[config.mk]
export PLATFORM = sky130hd
export DESIGN_NAME = dir_select_debounce
export DESIGN_NICKNAME = d
export VERILOG_FILES = /design/src/rtl/dir_select_debounce.sv
export SDC_FILE = /design/constraint.sdc
export NUM_CORES = 1
export LEC_CHECK = 0
export ABC_CLOCK_PERIOD_IN_PS = 1700
export CAP_MARGIN = 40
export CORE_AREA = 2 2 39 41
export DETAILED_ROUTE_END_ITERATION = 7
export DIE_AREA = 0 0 41 43
export DONT_BUFFER_PORTS = 1
export HOLD_SLACK_MARGIN = 0.15
export PLACE_DENSITY = 0.59
export SLEW_MARGIN = 20
export SYNTH_ARGS = -nofsm -noshare
export SYNTH_HDL_FRONTEND = slang
export SYNTH_SLANG_ARGS = --single-unit
[constraint.sdc]
create_clock -name Clck -period 1.7 [get_ports Clck]
set_clock_uncertainty 0.05 [all_clocks]
set_input_delay 0.085 -clock Clck [delete_from_list [all_inputs] [get_ports Clck]]
set_output_delay 0.085 -clock Clck [all_outputs]
set_load 0.01 [all_outputs]
[src/rtl/dir_select_debounce.sv]
`default_nettype none
// ============================================================================
//  Module      : dir_select_debounce
//  Description : Direction-select front end for the 4-bit up/down counter.
//                A raw, bouncing pushbutton is brought into the Clck domain
//                through a two-flop synchroniser and then debounced by a
//                four-state FSM. Each confirmed press toggles the direction
//                select S, unless lock is high on the confirming cycle.
//
//  Parameters  : DEB_CYCLES - stable synchronised samples needed to confirm
//                             a press or a release (>= 1)
//                DEB_W      - debounce counter width (DEB_CYCLES-1 must fit)
//
//  Ports       : Clck        in   system clock, rising edge
//                reset       in   synchronous, active-high reset
//                btn_raw     in   raw asynchronous pushbutton, 1 = pressed
//                lock        in   1 = confirmed presses leave S unchanged
//                S           out  direction select: 0 = up, 1 = down
//                dir_changed out  one-cycle pulse on the cycle S changes
//                btn_level   out  debounced button level, 1 = pressed
//
//  Revision    : 1.0 - initial release
// ============================================================================
module dir_select_debounce #(
    parameter int DEB_CYCLES = 16,
    parameter int DEB_W      = 5
) (
    input  logic Clck,
    input  logic reset,
    input  logic btn_raw,
    input  logic lock,
    output logic S,
    output logic dir_changed,
    output logic btn_level
);

    typedef enum logic [1:0] {
        IDLE       = 2'd0,
        PRESS_DB   = 2'd1,
        HELD       = 2'd2,
        RELEASE_DB = 2'd3
    } state_t;

    localparam logic [DEB_W-1:0] c_CNT_MAX = DEB_W'(DEB_CYCLES - 1);

    state_t           r_state;
    state_t           w_state_nxt;
    logic [DEB_W-1:0] r_cnt;
    logic [DEB_W-1:0] w_cnt_nxt;
    logic             r_sync1;
    logic             r_sync2;
    logic             r_s;
    logic             r_dir_changed;
    logic             r_btn_level;
    logic             w_btn_s;
    logic             w_confirm;
    logic             w_toggle;
    logic             w_btn_level_nxt;

    // Only the second synchroniser stage is ever seen by the FSM.
    assign w_btn_s = r_sync2;

    // ------------------------------------------------------------------
    // Two-flop synchroniser for the asynchronous button input
    // ------------------------------------------------------------------
    always_ff @(posedge Clck) begin
        if (reset) begin
            r_sync1 <= 1'b0;
            r_sync2 <= 1'b0;
        end else begin
            r_sync1 <= btn_raw;
            r_sync2 <= r_sync1;
        end
    end

    // ------------------------------------------------------------------
    // Debounce FSM: state register
    // ------------------------------------------------------------------
    always_ff @(posedge Clck) begin
        if (reset) begin
            r_state     <= IDLE;
            r_cnt       <= '0;
            r_btn_level <= 1'b0;
        end else begin
            r_state     <= w_state_nxt;
            r_cnt       <= w_cnt_nxt;
            r_btn_level <= w_btn_level_nxt;
        end
    end

    // ------------------------------------------------------------------
    // Debounce FSM: next state / counter
    // The counter is cleared on entry to either debounce state and only
    // advances while the input stays at the level being confirmed, so it
    // saturates at c_CNT_MAX by construction (the FSM leaves on that value).
    // ------------------------------------------------------------------
    always_comb begin
        w_state_nxt = r_state;
        w_cnt_nxt   = r_cnt;
        w_confirm   = 1'b0;

        case (r_state)
            IDLE: begin
                if (w_btn_s) begin
                    w_state_nxt = PRESS_DB;
                    w_cnt_nxt   = '0;
                end
            end
            PRESS_DB: begin
                if (!w_btn_s) begin
                    w_state_nxt = IDLE;
                end else if (r_cnt == c_CNT_MAX) begin
                    w_state_nxt = HELD;
                    w_confirm   = 1'b1;
                end else begin
                    w_cnt_nxt = r_cnt + 1'b1;
                end
            end
            HELD: begin
                if (!w_btn_s) begin
                    w_state_nxt = RELEASE_DB;
                    w_cnt_nxt   = '0;
                end
            end
            RELEASE_DB: begin
                if (w_btn_s) begin
                    w_state_nxt = HELD;
                end else if (r_cnt == c_CNT_MAX) begin
                    w_state_nxt = IDLE;
                end else begin
                    w_cnt_nxt = r_cnt + 1'b1;
                end
            end
            default: begin
                w_state_nxt = IDLE;
                w_cnt_nxt   = '0;
            end
        endcase
    end

    // lock matters only on the single confirming cycle.
    assign w_toggle        = w_confirm & ~lock;
    assign w_btn_level_nxt = (w_state_nxt == HELD) || (w_state_nxt == RELEASE_DB);

    // ------------------------------------------------------------------
    // Direction select and change pulse
    // ------------------------------------------------------------------
    always_ff @(posedge Clck) begin
        if (reset) begin
            r_s           <= 1'b0;
            r_dir_changed <= 1'b0;
        end else begin
            r_dir_changed <= w_toggle;
            if (w_toggle) begin
                r_s <= ~r_s;
            end
        end
    end

    assign S           = r_s;
    assign dir_changed = r_dir_changed;
    assign btn_level   = r_btn_level;

endmodule
`default_nettype wire
# Word level (Yosys, flattened, before mapping)
# Cells that the tools add are included.
[totals]
regBits = 12
input_bits = 4
output_inout_bits = 3
elab_cells = 40
[classes]
add_sub_neg = 1
eq_ne = 10
muxes = 16
n_bitwise = 3
reduce_logical = 3
[op_table]
columns = ["cell", "n"]
rows = [
  ["$mux W5", 5],
  ["$pmux W5 S4", 1],
  ["$mux W2", 6],
  ["$eq A2 B2 Y1 const B", 4],
  ["$ne A2 B2 Y1 const B", 4],
  ["$pmux W2 S4", 1],
  ["$add A5 B1 Y5 const B", 1],
  ["$eq A5 B4 Y1 const B", 1],
  ["$reduce_and A4 Y1", 1],
  ["$mux W1", 3],
  ["$eq A2 B1 Y1 const B", 1],
  ["$logic_not A2 Y1", 1],
  ["$not A1 Y1", 2],
  ["$and A1 B1 Y1", 1],
  ["$logic_or A1 B1 Y1", 1],
]

# Longest topological paths before layout
# Gate-level depths: netlist of the first run.
[depth]
depth_word = 6
ltp_mapped = 6

# Least setup slack after synthesis of the first run
# Ideal clock, no wire load.
[synth_timing]
path_type = "flip-flop to flip-flop"
start = "register r_cnt[0]"
end = "register r_s, in the netlist S"
setup_ns = 0.071
arrival_ns = 1.483
required_ns = 1.579
path_slack_ns = 0.097
stages_incl_launch_ff = 7
path_buffers = 0
period_less_slack_ns = 1.603
cell_sequence = "dfxtp_1 -> ha_1 -> and3_1 -> ha_1 -> nand2_1 -> or4_1 -> a21oi_1"
[synth_via]
elab_chain_cells = 5
[synth_rtl]
columns = ["item", "line_no", "text"]
rows = [
  ["start, declared", "48", "logic [DEB_W-1:0] r_cnt;"],
  ["start signal, assigned", "86", "r_cnt <= w_cnt_nxt;"],
  ["$eq A5 B4 Y1", "112", "end else if (r_cnt == c_CNT_MAX) begin"],
  ["$mux W1", "112", ""],
  ["$mux W1", "110", "if (!w_btn_s) begin"],
  ["$mux W1", "102", "case (r_state)"],
  ["$and A1 B1 Y1", "142", "assign w_toggle = w_confirm & ~lock;"],
  ["end signal, assigned", "155", "r_s <= ~r_s;"],
  ["end, declared", "52", "logic r_s;"],
]
# Every way passes these cells.
# A chain may end at the register's enable or synchronous reset.

# Worst setup path after layout of the first run
# Same ends and word-level chain as after synthesis.

==> results of run 1 <==
layout make-up:
class	count	area share
repair buffers	4	0.06494
well taps	16	0.03463
clock buffers	4	0.04545
inverters	1	0.006494
flip-flops and latches	11	0.3853
multi-input cells	38	0.4632
repair_timing:
item	in CTS	in global routing
hold buffers	3	0
setup endpoints to repair	0	4
resized for setup	0	6
endpoints found under the hold margin	11	0
setup buffers	0	0
report_power, final:
group	leakage, nW	switching [W]	internal, W
sequential	0.0901	0.00000296	0.000261
clock	0.0150	0.0000854	0.0000909
combinational	0.0820	0.00000940	0.00000818
total	0.187	0.0000978	0.000360
worst max-delay path, delay by kind of cell (launching register included):
kind,cells,cell delay [ns]
AO/OA/AOI/OAI,1,0.15
flip-flops,1,0.35
adder cells (fa/ha/maj),2,0.32
AND/OR/NAND/NOR,3,0.65
worst paths after layout:
kind | end | slack [ns] | cells after the start
hold / removal | r_sync2$_SDFF_PP0_ | 0.40 | 1
hold reg to reg | r_sync2$_SDFF_PP0_ | 0.40 | 1
setup reg to reg | S$_SDFFE_PP0P_ | 0.1 | 6
setup / recovery | S$_SDFFE_PP0P_ | 0.1 | 6
state kept, by name, summed over array words and instances (netlist names):
| register | count |
|---|---|
| r_cnt | 5 |
| r_state | 2 |
| S | 1 |
| dir_changed | 1 |
| r_sync1 | 1 |
| r_sync2 | 1 |
kinds of logic after synthesis:
family | after synthesis | synth area share
XOR/XNOR | 2 | 0.03628
adder cells (fa/ha/maj) | 2 | 0.05181
AO/OA/AOI/OAI | 12 | 0.1321
flip-flops | 11 | 0.4560
AND/OR/NAND/NOR | 22 | 0.2928
buffers and inverters | 3 | 0.03108
metrics by stage:
| stage | cells | setup WS (ns) | utilization | area (µm²) |
|---|---|---|---|---|
| 2_1_floorplan | 52 | 0.09681 | - | 483.0 |
| 3_3_place_gp | 67 | 0.06339 | 0.3608 | 499.2 |
| 3_5_place_dp | 67 | 0.05055 | 0.3608 | 499.2 |
| 4_1_cts | 74 | 0.01080 | 0.4014 | 555.5 |
| 5_1_grt | 74 | 0.01060 | 0.4177 | 578.1 |
| 6_report | 74 | 0.09523 | 0.4177 | 578.1 |
layer usage:
metal	share of wire	wire length [µm]	GRT usage
met1	0.49	450	0.1699
met2	0.42	388	0.1563
met3	0.038	35	0.04712
met4	0.046	42	0.1400
met5	0	0	0
synth_stat cells:
| cell | count | area, µm² |
|---|---|---|
| a31oi_1 | 1 | 6.260 |
| dfxtp_1 | 11 | 220.2 |
| xnor2_1 | 1 | 8.760 |
| nand3b_1 | 1 | 7.510 |
| nand3_1 | 1 | 5.000 |
| nor4_1 | 1 | 6.260 |
| o21ai_0 | 4 | 20.02 |
| nand4_1 | 1 | 6.260 |
| a21oi_1 | 6 | 30.03 |
| and4b_1 | 1 | 10.01 |
| nand2_1 | 4 | 15.01 |
| nor4b_1 | 1 | 8.760 |
| and3_1 | 1 | 6.260 |
| and2_1 | 1 | 6.260 |
| o31ai_1 | 1 | 7.510 |
| ha_1 | 2 | 25.02 |
| nand2b_1 | 3 | 18.77 |
| or4_1 | 1 | 7.510 |
| xor2_1 | 1 | 8.760 |
| clkbuf_1 | 1 | 3.750 |
| buf_4 | 1 | 7.510 |
| nand4b_1 | 3 | 26.28 |
| inv_1 | 1 | 3.750 |
| nor3_1 | 1 | 5.000 |
| nor2b_1 | 2 | 12.51 |
==> results.ini, run 1 <==
[worst_setup_path]
path_cells=ha_2, and3_4, ha_4, nand2_1, or4_1, a21oi_1
critical_path_class=reg2reg
slowest_stage=or4_1
crit_start=r_cnt[0]$_SDFFE_PP0P_
slowest_delay_ns=0.40
required_ns=1.85
r2r-start=r_cnt[0]$_SDFFE_PP0P_
worstPathArrival_ns=1.75
startpoint_type=flop
cp_max_fo=5
critPathCaptureType=flop

[run_status]
status=complete, no violations

[global_routing]
grt_use_total=0.1332
grt_max_degree=13
grt_pass1_wl_um=1476
first_global_vias=352
antenna_found_initial=0
overflow=0

[routing]
first_pass_iters=4
wl_per_cell_um=12.38
drc=0
dr_total_vias=377
wirelength_um=916
drt_iter0_drc=6
via_per_inst=5.095
antenna_left=0

[timing]
post-route-min-period_ns=1.605
holdWs_ns=0.4027
hold_viol=0
setup_viol=0
slew_violations=0
slew_headroom=0.6758
fmax_ghz=0.6231
tightest_slew_ns=0.4829
rsz0062_at_grt=false
post-route-period-util=0.9440
finalSetupTns_ns=0

[yosys]
syn_avg_cell_area_um2=9.288
ys_ff_latch=11
yosysWarnings=0
syn-num-nets=58
ys_types=25
synth_cells=52
ys_seq_area_frac=0.4560
syn_area_um2=483.0

[finish]
layout_commonest_cell=dfxtp_1
ff_latch_area_um2=222.7
area_growth_pct=19.69
final_cell_mix=dfxtp_1 (9), a21oi_1 (6), nand2_1 (4), o21ai_0 (4)
n_antenna_cell=0
nets=65
fillers=140
drive_gt1_frac=0.1552
multi_input_area_um2=267.8

[clock_network]
tritoncts=yes
cts.sinks=11
clock_latency_ns=0.27
numCtsBuffers=3
cts_max_level=1
clk_path_buf_depth=2
root_buffer=clkbuf_4
path_clk_slew_ns=0.07

[floorplan]
initial_core_util=0.3490
ioPinCount=7
core_area_mm2=0.001384
die_height_um=43
rows=14
die_area_mm2=0.001763
dieWidth_um=41

[power_and_ir_drop]
p_leak_nw=0.1871
power_density_mw_per_mm2=791.3
design_power_total_w=0.0004574
vdd_drop_max_mv=0.4646

[hold_path]
hp-class=reg2reg
min_from=r_sync1$_SDFF_PP0_

[run]
drv_cap=0

[placement]
dp_hpwl_um=581.1
place.port_buffers=0
gp_congestion=0.7410

(Power assumes the default switching activity.)
==> run 2, diff against run 1 <==
Settings changed: CELL_PAD_IN_SITES_DETAIL_PLACEMENT set to 1, CELL_PAD_IN_SITES_GLOBAL_PLACEMENT set to 1, PLACE_DENSITY 0.59 to 0.71.
==> run 2 against run 1 <==
Net effect:
- combinational power up 12%
- worst hold slack better by 0.0026 ns
- via count up 8.5%
- first-iteration DRC count down 33%
- non-clock buffer count up 1
- flip-flop and latch count unchanged
- critical endpoint unchanged
==> results.ini, run 2 (synthesized netlist as in run 1, its figures left out) <==
[clock_network]
path_clk_slew_ns=0.07
tritoncts=yes
numCtsBuffers=3
root_buffer=clkbuf_4
clk_path_buf_depth=2
clock_latency_ns=0.27
cts.sinks=11
cts_max_level=1

[worst_setup_path]
startpoint_type=flop
cp_max_fo=5
worstPathArrival_ns=1.73
critPathCaptureType=flop
critical_path_class=reg2reg
required_ns=1.86

[run]
drv_cap=0

[routing]
via_per_inst=5.453
wirelength_um=1086
drc=0
dr_total_vias=409
first_pass_iters=4
drt_iter0_drc=4
wl_per_cell_um=14.48
antenna_left=0

[finish]
fin_cells=75
ff_latch_area_um2=222.7
layout_commonest_cell=dfxtp_1
area_growth_pct=23.32
n_antenna_cell=0
largest-register=r_cnt
final_cell_mix=dfxtp_1 (9), a21oi_1 (6), nand2_1 (4), o21ai_0 (4)
fillers=165
nets=66
top_regs=r_cnt (5), r_state (2)
largest_reg_flops=5
drive_gt1_frac=0.1695
multi_input_area_um2=277.8

[timing]
slew_violations=0
fmax_ghz=0.6363
finalSetupTns_ns=0
post-route-min-period_ns=1.572
rsz0062_at_grt=false
post-route-period-util=0.9245
hold_viol=0
setup_viol=0
tightest_slew_ns=0.4657
slew_headroom=0.6873

[floorplan]
initial_core_util=0.3490
die_height_um=43
core_area_mm2=0.001384
rows=14
dieWidth_um=41
ioPinCount=7
die_area_mm2=0.001763

[global_routing]
overflow=0
antenna_found_initial=0
grt_pass1_wl_um=1794
grt_use_total=0.1544
grt_max_degree=13
first_global_vias=419

[power_and_ir_drop]
vdd_drop_max_mv=0.5286
p_leak_nw=0.1926
power_density_mw_per_mm2=782.9

[placement]
place.port_buffers=0
gp_congestion=0.7334
place_inst=68
dp_hpwl_um=729.1

[run_status]
status=complete, no violations

[hold_path]
hp-class=reg2reg

run 2: changes by cell type in the layout (fill, tap and decap cells not counted):
cell,change
ha_4,+1
buf_4,+1
ha_2,-1
run 2: power breakdown:
group / internal (W) / total [W] / switching (W)
sequential: 0.000260 / 0.000263 / 0.00000234
clock: 0.0000911 / 0.000184 / 0.0000926
combinational: 0.00000899 / 0.0000198 / 0.0000108
run 2: final cells by class:
cell class / count / area share
clock buffer: 4 / 0.04412
tap: 16 / 0.03361
multi-input combinational: 38 / 0.4664
inverter: 1 / 0.006303
sequential: 11 / 0.3740
timing repair buffer: 5 / 0.07563
run 2: timing repair:
action / 4_1_cts / 5_1_grt
setup buffers: 0 / 0
endpoints found under the hold margin: 11 / 0
resized for setup: 2 / 5
hold buffers: 3 / 0
endpoints found under the setup margin: 1 / 3
run 2: worst max-delay path, stage by stage, from the launching register on:
cell and delay [ns]:
dfxtp_2 0.37, ha_4 0.15, and3_4 0.19, ha_4 0.14, nand2_1 0.06, or4_1 0.40, a21oi_1 0.14
run 2: final timing paths:
kind,slack [ns],endpoint,startpoint,depth (start not counted)
worst max register to register,0.13,S$_SDFFE_PP0P_,r_cnt[0]$_SDFFE_PP0P_,6
worst min register to register,0.41,r_sync2$_SDFF_PP0_,r_sync1$_SDFF_PP0_,1
worst max-delay path,0.13,S$_SDFFE_PP0P_,r_cnt[0]$_SDFFE_PP0P_,6
worst min-delay path,0.41,r_sync2$_SDFF_PP0_,r_sync1$_SDFF_PP0_,1
run 2: layer usage:
metal / track usage / part of all wire
met3: 0.04712 / 0.039
met1: 0.2026 / 0.45
met5: 0 / 0
met2: 0.2188 / 0.49
met4: 0.08000 / 0.020
run 2: per-stage QoR:
stage / total power, W / util / worst slack, ns / cell area [µm²] / hold slack (ns)
2_1_floorplan: 0.0002789 / - / 0.09681 / 483.0 / 0.1135
3_3_place_gp: 0.0002784 / 0.3662 / 0.02886 / 506.7 / 0.1068
3_5_place_dp: 0.0002785 / 0.3662 / 0.002374 / 506.7 / 0.1082
4_1_cts: 0.0004729 / 0.4096 / 0.01793 / 566.8 / 0.4127
5_1_grt: 0.0004858 / 0.4304 / 0.007869 / 595.6 / 0.4324
6_report: 0.0004663 / 0.4304 / 0.1283 / 595.6 / 0.4052
==> run 3, diff against run 2 <==
Settings changed: CTS_BUF_LIST set to sky130_fd_sc_hd__clkbuf_4 sky130_fd_sc_hd__clkbuf_8.
==> run 3 against run 2 <==
Net effect:
- worst hold slack unchanged
- highest routed layer unchanged
- power increased by 3.5%
- largest power group unchanged
- utilization increased by 0.27 points
- final area increased by 0.63%
==> results.ini, run 3 (synthesized netlist as in run 1, its figures left out) <==
[floorplan]
die_height_um=43
ioPinCount=7
dieWidth_um=41
initial_core_util=0.3490
die_area_mm2=0.001763
rows=14
core_area_mm2=0.001384

[global_routing]
first_global_vias=419
overflow=0
antenna_found_initial=0
grt_use_total=0.1544
grt_pass1_wl_um=1794
grt_max_degree=13

[timing]
post-route-period-util=0.9246
fmax_ghz=0.6362
setup_viol=0
slew_violations=0
slew_headroom=0.6867
rsz0062_at_grt=false
hold_viol=0
tightest_slew_ns=0.4666
post-route-min-period_ns=1.572
finalSetupTns_ns=0

[worst_setup_path]
cp_max_fo=5
rrSetupSlack_ns=0.13
critPathCaptureType=flop
required_ns=1.86
startpoint_type=flop
timing.rr.end=S$_SDFFE_PP0P_
worstPathArrival_ns=1.73
critical_path_class=reg2reg
r2r-start=r_cnt[0]$_SDFFE_PP0P_
reg2regPathDepth=6

[power_and_ir_drop]
design_power_total_w=0.0004828
switching_share=0.2202
p_switching_w=0.0001063
vdd_drop_max_mv=0.5307
combPwrFrac=0.041
pwr-share-clk=0.415
p_leak_nw=0.1960
cellInternalPower_w=0.0003765
seqPwrFrac=0.544
power_density_mw_per_mm2=805.6

[clock_network]
cts.sinks=11
clk_path_buf_depth=2
path_clk_slew_ns=0.07
root_buffer=clkbuf_4
numCtsBuffers=3
tritoncts=yes
clock_latency_ns=0.27
cts_max_level=1

[finish]
layout_commonest_cell=dfxtp_1
fillers=166
largest-register=r_cnt
multi_input_area_um2=277.8
top_regs=r_cnt (5), r_state (2)
area_growth_pct=24.09
nets=66
ff_latch_area_um2=222.7
n_antenna_cell=0
final_cell_mix=dfxtp_1 (9), a21oi_1 (6), nand2_1 (4), o21ai_0 (4), clkbuf_4 (4)
largest_reg_flops=5
drive_gt1_frac=0.1864

[routing]
wl_per_cell_um=14.44
drt_iter0_drc=4
drc=0
via_per_inst=5.453
first_pass_iters=4
antenna_left=0
dr_total_vias=409
wirelength_um=1083

[hold_path]
holdPathEnd=r_sync2$_SDFF_PP0_
min_from=r_sync1$_SDFF_PP0_
hp-class=reg2reg
whs_path_depth=1

[run_status]
status=complete, no violations

[placement]
gp_congestion=0.7334
place.port_buffers=0
dp_hpwl_um=729.1

[run]
drv_cap=0

==> run 3: cell counts in the layout (fill, tap and decap cells not counted) <==
Identical to the previous run, type by type.
==> run 3: layout make-up <==
type | count | area share
clock buffer | 4 | 0.05010
timing repair buffer | 5 | 0.07516
tap | 16 | 0.03340
inverter | 1 | 0.006263
sequential | 11 | 0.3716
multi-input combinational | 38 | 0.4635
==> run 3: worst max-delay path: stages, from the launching register on <==
cell,delay (ns)
dfxtp_2,0.37
ha_4,0.15
and3_4,0.19
ha_4,0.14
nand2_1,0.06
or4_1,0.40
a21oi_1,0.14
==> run 3: worst max path at each step <==
stage	start	end	slack, ns	cells after the start
after floorplan	r_cnt[0]$_SDFFE_PP0P_	S$_SDFFE_PP0P_	0.1	6
after global placement	r_cnt[0]$_SDFFE_PP0P_	S$_SDFFE_PP0P_	0.03	6
after detailed placement	r_cnt[0]$_SDFFE_PP0P_	S$_SDFFE_PP0P_	0.002	6
after CTS	r_cnt[1]$_SDFFE_PP0P_	S$_SDFFE_PP0P_	0.02	6
after global routing	r_cnt[0]$_SDFFE_PP0P_	S$_SDFFE_PP0P_	0.008	6
final	r_cnt[0]$_SDFFE_PP0P_	S$_SDFFE_PP0P_	0.13	6
==> run 3: repair_timing <==
item / in CTS / in global routing
hold buffers: 3 / 0
resized for setup: 2 / 5
endpoints found under the setup margin: 1 / 3
setup buffers: 0 / 0
hold endpoints to repair: 11 / 0
==> run 3: power groups by stage <==
stage	Combinational, W	Clock (W)	Sequential [W]
finish	0.0000198	0.000200	0.000263
detailed placement	0.00000966	0	0.000269
floorplan	0.0000110	0	0.000268
global placement	0.00000968	0	0.000269
CTS	0.0000197	0.000207	0.000263
global route	0.0000219	0.000217	0.000263
==> run 3: through the flow <==
step	utilization	cell area, µm²	worst slack (ns)	instances	hold slack [ns]
6_report	0.4331	599.3	0.1283	75	0.4052
5_1_grt	0.4331	599.3	0.007925	75	0.4324
4_1_cts	0.4123	570.5	0.01820	75	0.4127
3_5_place_dp	0.3662	506.7	0.002374	68	0.1082
3_3_place_gp	0.3662	506.7	0.02886	68	0.1068
2_1_floorplan	-	483.0	0.09681	52	0.1135
==> run 3: per-layer routing <==
| layer | track usage | routed length [µm] | vias to the layer above |
|---|---|---|---|
| met3 | 0.04712 | 42 | 2 |
| met4 | 0.08000 | 22 | 0 |
| met1 | 0.2026 | 482 | 193 |
| met2 | 0.2188 | 535 | 10 |
| met5 | 0 | 0 | - |
| li1 | - | - | 204 |
